===== config.mk =====
export PLATFORM = sky130hd
export DESIGN_NAME = wb_commit_stage
export DESIGN_NICKNAME = d
export VERILOG_FILES = /design/src/rtl/wb_commit_stage.sv
export SDC_FILE = /design/constraint.sdc
export NUM_CORES = 1
export LEC_CHECK = 0
export BUFFER_PORTS_ARGS = -buffer_cell sky130_fd_sc_hd__buf_2
export CAP_MARGIN = 20
export CORE_AREA = 2 2 197 199
export CTS_BUF_LIST = sky130_fd_sc_hd__clkbuf_4 sky130_fd_sc_hd__clkbuf_8
export DETAILED_ROUTE_END_ITERATION = 6
export DIE_AREA = 0 0 199 201
export PLACE_DENSITY = 0.53
export SETUP_SLACK_MARGIN = 0.5
export SLEW_MARGIN = 10
export SYNTH_ARGS = -nofsm -noshare
export SYNTH_HDL_FRONTEND = slang
export SYNTH_SLANG_ARGS = --single-unit

===== constraint.sdc =====
create_clock -name clk -period 1.83 [get_ports clk]
set_input_delay 0.2745 -clock clk [delete_from_list [all_inputs] [get_ports clk]]
set_output_delay 0.2745 -clock clk [all_outputs]
set_load 0.01 [all_outputs]

===== src/rtl/wb_commit_stage.sv =====
// Write-back / commit stage: holds one instruction from MEM, waits for load data
// when needed, then commits regfile/CSR/exception side effects for one cycle.
module wb_commit_stage #(
  parameter int unsigned DATA_W = 32,
  parameter int unsigned RF_AW  = 5,
  parameter int unsigned CSR_NW = 14,
  parameter int unsigned CNT_W  = 32
) (
  input  logic              clk,
  input  logic              resetn,
  input  logic              mem_to_wb_valid,
  output logic              wb_allowin,
  input  logic [DATA_W-1:0] in_pc,
  input  logic              in_rf_we,
  input  logic [RF_AW-1:0]  in_rf_waddr,
  input  logic [DATA_W-1:0] in_rf_wdata,
  input  logic              in_ld_wait,
  input  logic              in_csr_re,
  input  logic              in_csr_we,
  input  logic [CSR_NW-1:0] in_csr_num,
  input  logic [DATA_W-1:0] in_csr_wmask,
  input  logic [DATA_W-1:0] in_csr_wvalue,
  input  logic              in_ertn,
  input  logic              in_ex,
  input  logic [5:0]        in_ecode,
  input  logic [8:0]        in_esubcode,
  input  logic              data_ok,
  input  logic [DATA_W-1:0] data_rdata,
  input  logic [DATA_W-1:0] csr_rvalue,
  output logic              wb_rf_we,
  output logic [RF_AW-1:0]  wb_rf_waddr,
  output logic [DATA_W-1:0] wb_rf_wdata,
  output logic              wb_ld_busy,
  output logic              csr_re,
  output logic              csr_we,
  output logic [CSR_NW-1:0] csr_num,
  output logic [DATA_W-1:0] csr_wmask,
  output logic [DATA_W-1:0] csr_wvalue,
  output logic              wb_ex,
  output logic [5:0]        wb_ecode,
  output logic [8:0]        wb_esubcode,
  output logic [DATA_W-1:0] wb_ex_pc,
  output logic              ertn_flush,
  output logic [DATA_W-1:0] debug_wb_pc,
  output logic [3:0]        debug_wb_rf_we,
  output logic [RF_AW-1:0]  debug_wb_rf_wnum,
  output logic [DATA_W-1:0] debug_wb_rf_wdata,
  output logic [CNT_W-1:0]  retire_cnt
);

  typedef enum logic [1:0] {
    S_EMPTY = 2'd0,
    S_HOLD  = 2'd1,
    S_WAIT  = 2'd2
  } state_t;

  state_t state, state_nxt;

  logic wb_valid;
  logic wb_ready_go;
  logic accept;
  logic commit;

  logic [DATA_W-1:0] pc_r;
  logic              rf_we_r;
  logic [RF_AW-1:0]  rf_waddr_r;
  logic [DATA_W-1:0] rf_wdata_r;
  logic              csr_re_r;
  logic              csr_we_r;
  logic [CSR_NW-1:0] csr_num_r;
  logic [DATA_W-1:0] csr_wmask_r;
  logic [DATA_W-1:0] csr_wvalue_r;
  logic              ertn_r;
  logic              ex_r;
  logic [5:0]        ecode_r;
  logic [8:0]        esubcode_r;
  logic [CNT_W-1:0]  cnt_r;
  logic [DATA_W-1:0] result;

  // Handshake and next-state; data_ok only matters while a load is pending.
  always_comb begin
    wb_valid    = (state != S_EMPTY);
    wb_ready_go = 1'b0;
    case (state)
      S_HOLD:  wb_ready_go = 1'b1;
      S_WAIT:  wb_ready_go = data_ok;
      default: wb_ready_go = 1'b0;
    endcase
    wb_allowin = ~wb_valid | wb_ready_go;
    accept     = mem_to_wb_valid & wb_allowin;
    commit     = wb_valid & wb_ready_go;

    state_nxt = state;
    if (accept) begin
      state_nxt = (in_ld_wait & ~in_ex) ? S_WAIT : S_HOLD;
    end else if (wb_allowin) begin
      state_nxt = S_EMPTY;
    end
  end

  always_ff @(posedge clk) begin
    if (!resetn) begin
      state <= S_EMPTY;
    end else begin
      state <= state_nxt;
    end
  end

  always_ff @(posedge clk) begin
    if (!resetn) begin
      pc_r         <= '0;
      rf_we_r      <= 1'b0;
      rf_waddr_r   <= '0;
      rf_wdata_r   <= '0;
      csr_re_r     <= 1'b0;
      csr_we_r     <= 1'b0;
      csr_num_r    <= '0;
      csr_wmask_r  <= '0;
      csr_wvalue_r <= '0;
      ertn_r       <= 1'b0;
      ex_r         <= 1'b0;
      ecode_r      <= '0;
      esubcode_r   <= '0;
    end else if (accept) begin
      pc_r         <= in_pc;
      rf_we_r      <= in_rf_we;
      rf_waddr_r   <= in_rf_waddr;
      rf_wdata_r   <= in_rf_wdata;
      csr_re_r     <= in_csr_re;
      csr_we_r     <= in_csr_we;
      csr_num_r    <= in_csr_num;
      csr_wmask_r  <= in_csr_wmask;
      csr_wvalue_r <= in_csr_wvalue;
      ertn_r       <= in_ertn;
      ex_r         <= in_ex;
      ecode_r      <= in_ecode;
      esubcode_r   <= in_esubcode;
    end
  end

  always_ff @(posedge clk) begin
    if (!resetn) begin
      cnt_r <= '0;
    end else if (commit & ~ex_r) begin
      cnt_r <= cnt_r + CNT_W'(1);
    end
  end

  always_comb begin
    // Only the WAIT state selects load data, so a stray data_ok elsewhere is inert.
    if (state == S_WAIT) begin
      result = data_rdata;
    end else if (csr_re_r) begin
      result = csr_rvalue;
    end else begin
      result = rf_wdata_r;
    end

    wb_rf_we          = commit & rf_we_r & ~ex_r;
    wb_rf_waddr       = rf_waddr_r;
    wb_rf_wdata       = result;
    wb_ld_busy        = (state == S_WAIT) & rf_we_r & ~data_ok;

    csr_re            = csr_re_r;
    csr_we            = commit & csr_we_r & ~ex_r;
    csr_num           = csr_num_r;
    csr_wmask         = csr_wmask_r;
    csr_wvalue        = csr_wvalue_r;

    wb_ex             = commit & ex_r;
    wb_ecode          = ecode_r;
    wb_esubcode       = esubcode_r;
    wb_ex_pc          = pc_r;
    ertn_flush        = commit & ertn_r & ~ex_r;

    debug_wb_pc       = pc_r;
    debug_wb_rf_we    = {4{wb_rf_we}};
    debug_wb_rf_wnum  = rf_waddr_r;
    debug_wb_rf_wdata = result;

    retire_cnt        = cnt_r;
  end

endmodule


==> impl_metrics.tcl <==
set metrics [dict create \
    clk_latency_ns 0.57 \
    critPathKind "reg -> reg" \
    drc 0 \
    design.core.area_um2 38100 \
    grt_max_degree 100 \
    dpl.hpwl_um 24500 \
    grt_pass1_vias 11300 \
    skew_ns 0.0172 \
    drive_gt1_frac 0.669 \
    fp.dieH_um 201 \
    routabilityCongestion 0.794 \
    synthArstFlopShare 0 \
    status "complete, but fails checks" \
    max_cap_viol_count 0 \
    wl_um 45000 \
    end_kind "flop" \
    p_leak_nw 9.96 \
    power_density_nw_per_um2 672 \
    via_per_inst 4.50 \
    grtUsageMet2 0.375 \
    cp-start-kind "flop" \
    hold_violations 0 \
    ys_warn_count 0 \
    fmax_ghz 0.429 \
    antenna_found_initial 3 \
    final_common_cell "buf_2" \
    row_count 72 \
    clkTransAtPathRegs_ns 0.06 \
    post-route-period-util 1.27 \
    first_pass_iters 4 \
    finalSetupViolCount 271 \
    drv_slew 0 \
    violations "setup timing" \
    busiest_layer "met2" \
    ctsHtreeMaxLevel 2 \
    grt.met3_usage 0.0558 \
    detail_route.wl_per_cell_um 18.6 \
    syn_nets 1349 \
    dr_total_vias 10900 \
    worstPathArrival_ns 2.80 \
    met1_usage 0.236 \
    min_period_ns 2.33 \
    avgSynthCellArea_um2 8.36 \
    cts_root_buffer "clkbuf_8" \
    worstPathMaxFanout 7 \
    grt-ovfl-total 0 \
    ys_seq_elements 201 \
    cts_inserted_buffers 38 \
    die_area_um2 40000 \
    tightest_slew_ns 0.450 \
    finalNonFillerCells 2425 \
    ys_seq_area_frac 0.434 \
    hold_path.class "in -> reg" \
    io_pins 510 \
    nets 2118 \
    cts_tree "built" \
    cts_sinks 201 \
    p_total_w 0.0141 \
    drtAntennaViolNets 0 \
    syn_inst 1109 \
    grt_setup_unrepaired "true" \
    die_x_um 199 \
    clk_path_buf_depth 3 \
    fin_ws_ns -0.501 \
    grt_pass1_wl_um 64800 \
    slew_headroom 0.697 \
    synth_edf_count 0 \
    io_buffers 509 \
    syn-cell-area_um2 9280 \
    areaGrowthSynthToFinish_pct 126 \
    fill_cells 3123 \
    ys.flop_type "dfxtp_1" \
    place_inst 2042 \
    crit_required_ns 2.30 \
    ir_drop_mv 0.686 \
    drt_iter0_drc 357 \
    initial_core_util 0.243 \
    synth_cell_types 41 \
    track_usage 0.209 \
    final_cell_mix "391 x buf_2, 167 x dlygate4sd3_1, 161 x buf_6" \
]
-- final timing paths --
kind | startpoint | endpoint | slack (ns) | cells after the start
worst min register to register | csr_wmask[28]$_SDFFE_PN0P_ | csr_wmask[28]$_SDFFE_PN0P_ | 0.45 | 2
worst max register to register | state[1]$_SDFFE_PN0P_ | csr_wmask[2]$_SDFFE_PN0P_ | -0.50 | 13
worst max-delay path | state[1]$_SDFFE_PN0P_ | csr_wmask[2]$_SDFFE_PN0P_ | -0.50 | 13
worst min-delay path | resetn | debug_wb_pc[17]$_SDFFE_PN0P_ | 0.12 | 2
-- critical path: stages, from the launching register on --
cell	delay (ns)
dfxtp_4	0.36
buf_12	0.12
ha_4	0.17
a21o_4	0.22
a21oi_4	0.16
buf_6	0.13
nand2b_4	0.14
buf_12	0.13
buf_12	0.10
buf_16	0.12
buf_12	0.11
buf_16	0.14
nand2_1	0.09
a21boi_1	0.23
-- where the power goes --
group	total, W	switching, W	internal, W
logic	0.00435	0.00188	0.00247
registers	0.00486	0.000247	0.00461
clock network	0.00489	0.00205	0.00283
total	0.0141	0.00418	0.00991
-- cell usage after synthesis, types with 10 or more instances --
cell      number  area [um2]
nand2_1      383        1440
dfxtp_1      201        4020
a21boi_1     121         908
buf_4         79         593
a21boi_0      41         308
o21ai_0       38         190
clkbuf_1      35         131
mux2i_1       35         350
and2_1        25         156
buf_2         24         120
xor2_1        16         140
buf_6         12         135
a21boi_2      10         113
inv_1         10        37.5
-- final cells by class --
| class | instances | area (um2) | share of cell area |
|---|---|---|---|
| diodes | 2 | 5.00 | 0.000239 |
| clock buffers | 62 | 778 | 0.0371 |
| clock inverters | 5 | 58.8 | 0.00280 |
| inverters | 10 | 42.5 | 0.00203 |
| multi-input cells | 749 | 6870 | 0.328 |
| flip-flops and latches | 201 | 4140 | 0.197 |
| well taps | 518 | 648 | 0.0309 |
| repair buffers | 878 | 8430 | 0.402 |
-- kinds of logic (layout without fill, tap and decap cells) --
| logic type | Yosys count | after routing | share of synthesized area |
|---|---|---|---|
| compound gates | 214 | 214 | 0.168 |
| xor+xnor | 24 | 24 | 0.0227 |
| fa+ha+maj | 4 | 4 | 0.00540 |
| buf+inv | 160 | 955 | 0.110 |
| flops | 201 | 201 | 0.434 |
| mux | 35 | 35 | 0.0378 |
| other cells | 0 | 2 | 0 |
| simple gates | 471 | 472 | 0.223 |
-- stage by stage --
stage | hold WS (ns) | setup TNS (ns) | setup WS [ns] | cell area, um2 | util
floorplan | 0.406 | 0 | 0.0664 | 10600 | -
global placement | 0.434 | -2.17 | -0.0608 | 13100 | 0.343
detailed placement | 0.438 | -9.92 | -0.198 | 13100 | 0.343
CTS | 0.0686 | -77.58 | -0.504 | 19200 | 0.505
global route | 0.0888 | -97.76 | -0.561 | 21000 | 0.550
finish | 0.116 | -75.65 | -0.501 | 21000 | 0.550
-- metal layers --
metal / share of wire / vias up
li1: - / 5147
met1: 0.38 / 5250
met2: 0.52 / 433
met3: 0.070 / 90
met4: 0.029 / 2
met5: 0.00029 / -
-- registers in the layout, indices dropped and copies added (netlist names) --
register / flops
csr_num: 14
csr_re: 1
csr_we_r: 1
csr_wmask: 32
csr_wvalue: 32
debug_wb_pc: 32
debug_wb_rf_wnum: 5
ertn_r: 1
ex_r: 1
retire_cnt: 32
rf_wdata_r: 32
rf_we_r: 1
state: 2
wb_ecode: 6
wb_esubcode: 9
-- what timing repair did --
action	4_1_cts	5_1_grt
gates cloned	48	1
setup endpoints to repair	475	475
setup buffers	79	19
hold endpoints to repair	167	0
hold buffers	167	0
resized for setup	461	365
pin swaps	177	205
Note: power is estimated with default switching activity, not from simulation.
